<file path="src/rtl/pipe_pkg.sv">
// Shared definitions for the fetch/decode pipeline register.
// State encoding, default payload width and an occupancy helper.
package pipe_pkg;

  localparam int DEFAULT_INSTR_WIDTH = 128;

  typedef enum logic [1:0] {
    ST_EMPTY = 2'd0,
    ST_ONE   = 2'd1,
    ST_FULL  = 2'd2
  } pipe_state_e;

  // Encoding doubles as the entry count.
  function automatic logic [1:0] occ_of(
    input pipe_state_e s
  );
    return s;
  endfunction

endpackage

</file>
<file path="src/rtl/pipe_data_reg.sv">
// Load-enable payload register, async active-low reset to zero.
// Ports: clk, rstn, i_load (capture enable), i_d (next value), o_q (held value).
module pipe_data_reg #(
  parameter int WIDTH = 128
) (
  input  logic             clk,
  input  logic             rstn,
  input  logic             i_load,
  input  logic [WIDTH-1:0] i_d,
  output logic [WIDTH-1:0] o_q
);

  logic [WIDTH-1:0] r_q;

  always_ff @(posedge clk or negedge rstn) begin
    if (!rstn) begin
      r_q <= '0;
    end else if (i_load) begin
      r_q <= i_d;
    end
  end

  assign o_q = r_q;

endmodule

</file>
<file path="src/rtl/fetch_decode_pipe_reg.sv">
// Fetch->decode stage register: valid/ready, optional skid entry, flush.
// Ports: clk, rstn, flush, in_valid/in_data/in_ready (fetch side),
// out_valid/out_data/out_ready (decode side), occupancy (entries held).
module fetch_decode_pipe_reg
  import pipe_pkg::*;
#(
  parameter int WIDTH = DEFAULT_INSTR_WIDTH,
  parameter bit SKID  = 1'b1
) (
  input  logic             clk,
  input  logic             rstn,
  input  logic             flush,
  input  logic             in_valid,
  input  logic [WIDTH-1:0] in_data,
  output logic             in_ready,
  output logic             out_valid,
  output logic [WIDTH-1:0] out_data,
  input  logic             out_ready,
  output logic [1:0]       occupancy
);

  logic             w_in_fire;
  logic             w_out_fire;
  logic             w_main_ld;
  logic [WIDTH-1:0] w_main_d;

  assign w_in_fire  = in_valid & in_ready;
  assign w_out_fire = out_valid & out_ready;

  pipe_data_reg #(
    .WIDTH (WIDTH)
  ) u_main (
    .clk    (clk),
    .rstn   (rstn),
    .i_load (w_main_ld),
    .i_d    (w_main_d),
    .o_q    (out_data)
  );

  generate
    if (SKID) begin : g_skid
      pipe_state_e      r_state;
      logic             w_skid_ld;
      logic [WIDTH-1:0] w_skid_q;

      pipe_data_reg #(
        .WIDTH (WIDTH)
      ) u_skid (
        .clk    (clk),
        .rstn   (rstn),
        .i_load (w_skid_ld),
        .i_d    (in_data),
        .o_q    (w_skid_q)
      );

      always_ff @(posedge clk or negedge rstn) begin
        if (!rstn) begin
          r_state <= ST_EMPTY;
        end else if (flush) begin
          r_state <= ST_EMPTY;
        end else begin
          unique case (r_state)
            ST_EMPTY: begin
              if (w_in_fire) r_state <= ST_ONE;
            end
            ST_ONE: begin
              if (w_in_fire && !w_out_fire)
                r_state <= ST_FULL;
              else if (!w_in_fire && w_out_fire)
                r_state <= ST_EMPTY;
            end
            ST_FULL: begin
              if (w_out_fire) r_state <= ST_ONE;
            end
            default: r_state <= ST_EMPTY;
          endcase
        end
      end

      // Flush blocks every load so held data is untouched.
      always_comb begin
        w_main_ld = 1'b0;
        w_main_d  = in_data;
        w_skid_ld = 1'b0;
        if (!flush) begin
          unique case (1'b1)
            (r_state == ST_FULL): begin
              w_main_ld = w_out_fire;
              w_main_d  = w_skid_q;
            end
            (r_state == ST_ONE): begin
              w_main_ld = w_in_fire & w_out_fire;
              w_skid_ld = w_in_fire & !w_out_fire;
            end
            default: begin
              w_main_ld = w_in_fire;
            end
          endcase
        end
      end

      assign in_ready  = (r_state != ST_FULL);
      assign out_valid = (r_state != ST_EMPTY);
      assign occupancy = occ_of(r_state);
    end else begin : g_single
      logic r_valid;

      always_ff @(posedge clk or negedge rstn) begin
        if (!rstn) begin
          r_valid <= 1'b0;
        end else if (flush) begin
          r_valid <= 1'b0;
        end else if (w_in_fire) begin
          r_valid <= 1'b1;
        end else if (w_out_fire) begin
          r_valid <= 1'b0;
        end
      end

      assign w_main_ld = w_in_fire & !flush;
      assign w_main_d  = in_data;
      assign in_ready  = !r_valid | out_ready;
      assign out_valid = r_valid;
      assign occupancy = {1'b0, r_valid};
    end
  endgenerate

endmodule

</file>
<file path="config.mk">
export PLATFORM = sky130hd
export DESIGN_NAME = fetch_decode_pipe_reg
export DESIGN_NICKNAME = d
export VERILOG_FILES = /design/src/rtl/pipe_pkg.sv /design/src/rtl/pipe_data_reg.sv /design/src/rtl/fetch_decode_pipe_reg.sv
export SDC_FILE = /design/constraint.sdc
export NUM_CORES = 1
export LEC_CHECK = 0
export CORE_ASPECT_RATIO = 0.9
export CORE_MARGIN = 2
export CORE_UTILIZATION = 53
export DETAILED_ROUTE_END_ITERATION = 8
export PLACE_DENSITY = 0.85
export SLEW_MARGIN = 20
export SYNTH_ARGS = -nofsm -noshare
export SYNTH_HDL_FRONTEND = slang
export SYNTH_SLANG_ARGS = --single-unit
export TNS_END_PERCENT = 20
</file>
<file path="constraint.sdc">
create_clock -name clk -period 4.6 [get_ports clk]
set_input_delay 0.69 -clock clk [delete_from_list [all_inputs] [get_ports clk]]
set_output_delay 0.69 -clock clk [all_outputs]
set_load 0.02 [all_outputs]
</file>
==> out/summary.txt <==
Post-Syn Instances - 851
Clk Latency, worst-skew pair - 0.52 ns
Buffers & Inverters on Critical Path - 3
Status - finished, final reports clean
Die area - 21,500 um^2
Largest net degree at the start of global routing - 141
Worst EP required - 3.91 ns
Final worst path period need - 2.75 ns
Comb pwr share - 32.1%
Hold slack - 0.115 ns
CTS buffer count - 27
Layout cells sized above 1 - 16.6%
Critical path endpoint category - output port
Total Wirelength - 24,500 um
Worst Reg-to-Reg Cells - 7
Cells along the critical path - inv_1 -> ha_1 -> inv_1 -> clkdlybuf4s50_1
Grt total ovfl - 0
Site Rows - 49
Area growth syn-to-layout - 35.1%
Count of final hold-check violations - 0
#FFs+latches synth - 258
Syn avg cell area - 12.7 um^2
First-pass GRT wire length - 39,700 um
DRC errors left - 0
Max cap viols - 0
Vias in the first global route - 7,580
Seq/Total Area, Yosys - 59.9%
Final setup vio count - 0
Max frequency - 364 MHz
Nets - 1,234
Ys Warns - 0
Top-count cell post-synth - dfrtp_1
H-tree lvl count - 1
Synth async-reset ratio - 100%
Port Buffer Count - 264
Pwr Total - 8.89 mW
Area leader, netlist - dfrtp_1
Clock root cell - clkbuf_16
Sequential Power Share - 42.4%
CP most frequent cell - inv_1
Crit path max fanout - 6
Clk_skew - 0.0148 ns
Worst path top cell family by delay - buffers and inverters
Worst path max stage delay - 0.62 ns
PD cells - 611 nW/um^2
CP Class - reg -> out
Pint - 6.15 mW
Data arrival, critical path - 2.06 ns
Quantity of hold-fixing buffers added after cts - 0
Clock share of power - 25.4%
CTS Sinks - 258
Net Sw Frac - 30.8%
Vias per cell - 5.40
Filler cells - 1,352
Top FF cell, synth - dfrtp_1
Actual slew at the worst max-slew pin - 0.767 ns
Worst setup margin - 1.85 ns
Period utilization - 59.7%
DR pass1 iterations - 4
Max IR drop VDD - 442 uV
Die extent in y - 139 um
CTS tree - yes
Fin area - 14,600 um^2
Net Count, Synth - 988
Clock slew at reported path FFs - 0.06 ns
Detailed-placement wirelength estimate - 15,700 um
Slew HR - 48.8%
Switching power - 2.74 mW
Number of synthesized flops with an enable pin - 0
Initial antenna violation count - 1
Top post-synthesis cells by area - dfrtp_1, mux2_2, mux2i_1
Core area - 20,000 um^2
Worst hold path class - in -> async
Unrepaired setup endpoints after global routing - false
Clk buf depth - 3
Io pins - 265
DR iter-0 viols - 356
Die width - 154 um
Top cell type's share of synthesized area - 59.9%
Pleak - 5.86 nW
DR vias - 7,409
Post-Place Worst Slack - 1.76 ns
Gr usage total - 22.8%
Final ANT Viol Nets - 0
Wire length per cell - 17.9 um
TNS Setup - 0 ns
Pins Over Slew Limit - 0
Synth cell count leaders - dfrtp_1, nor2_1, a21oi_1
Placed Area - 13,600 um^2
Initial Util - 53.9%
RePlAce Congestion - 0.776
Slowest-stage cell, CP - clkdlybuf4s50_1
Post-CTS sizing - 0
Synth unique cells - 21
Setup bufs post-CTS - 0
Cell Area, Synth - 10,800 um^2
Levels on crit path - 4
CP Launch Type - flip-flop
cell type report:
class	instances	area [um^2]	area share (%)
Sequential cell	258	6460	44.3
Multi-Input combinational cell	532	4030	27.6
Timing Repair Buffer	273	2810	19.3
Clock buffer	38	777	5.33
Tap cell	255	319	2.19
Clock inverter	11	155	1.07
Inverter	5	18.8	0.129
Antenna cell	1	2.50	0.0172
cell usage in the layout (no fill, tap or decap), drive strengths merged, types with 5 or more instances in the layout:
| cell type | instances |
|---|---|
| mux2i | 128 |
| inv | 5 |
| mux2 | 128 |
| a21oi | 130 |
| buf | 10 |
| dfrtp | 258 |
| clkbuf | 38 |
| clkdlybuf4s50 | 263 |
| nor2 | 131 |
| clkinv | 7 |
worst reg2reg max path, delay by kind of cell, from the launching register on:
family	cells	cell delay [ns]
fa+ha+maj	1	0.25
simple gates	1	0.59
flops	1	0.43
mux	1	0.31
compound gates	1	0.11
buf+inv	3	0.66
cells by family after synthesis:
family / Yosys count / synth area share, %
buf+inv: 61 / 3.03
fa+ha+maj: 4 / 0.464
flops: 258 / 59.9
simple gates: 137 / 4.98
mux: 256 / 25.3
compound gates: 135 / 6.39
routing by layer:
metal	part of all wire (%)	wire, um	global-route usage [%]
met4	2.3	565	5.41
met5	0	0	0
met3	7.0	1730	6.17
met1	43	10600	30.6
met2	48	11700	37.6
stage by stage:
stage | util [%] | std cells
6_report | 72.9 | 1373
5_1_grt | 72.9 | 1372
4_1_cts | 72.7 | 1371
3_5_place_dp | 68.1 | 1322
3_3_place_gp | 68.1 | 1322
2_1_floorplan | - | 851
power groups by stage:
stage                     logic (mW)  clock network, mW  registers [mW]
after floorplan                 1.09                  0            4.21
after global placement          2.77                  0            3.75
after detailed placement        2.86                  0            3.80
after CTS                       2.88               2.31            3.78
after global routing            3.08               2.39            3.90
final                           2.86               2.26            3.77
path summary, 6_finish.rpt:
check	endpoint	slack, ns	startpoint
max	in_ready	1.85	occupancy[0]
min	occupancy[0]	0.12	rstn
max reg2reg	u_main.o_q[56]	2.12	occupancy[0]
min reg2reg	g_skid.u_skid.o_q[13]	0.50	g_skid.u_skid.o_q[13]
max in group asynchronous	g_skid.u_skid.o_q[52]	3.24	rstn
min in group clk	g_skid.u_skid.o_q[13]	0.50	g_skid.u_skid.o_q[13]
state kept, by name, indices dropped and copies added (netlist names):
register,flops
g_skid.u_skid.o_q,128
u_main.o_q,128
occupancy,2
No activity file was read; power rests on OpenSTA's default activity.
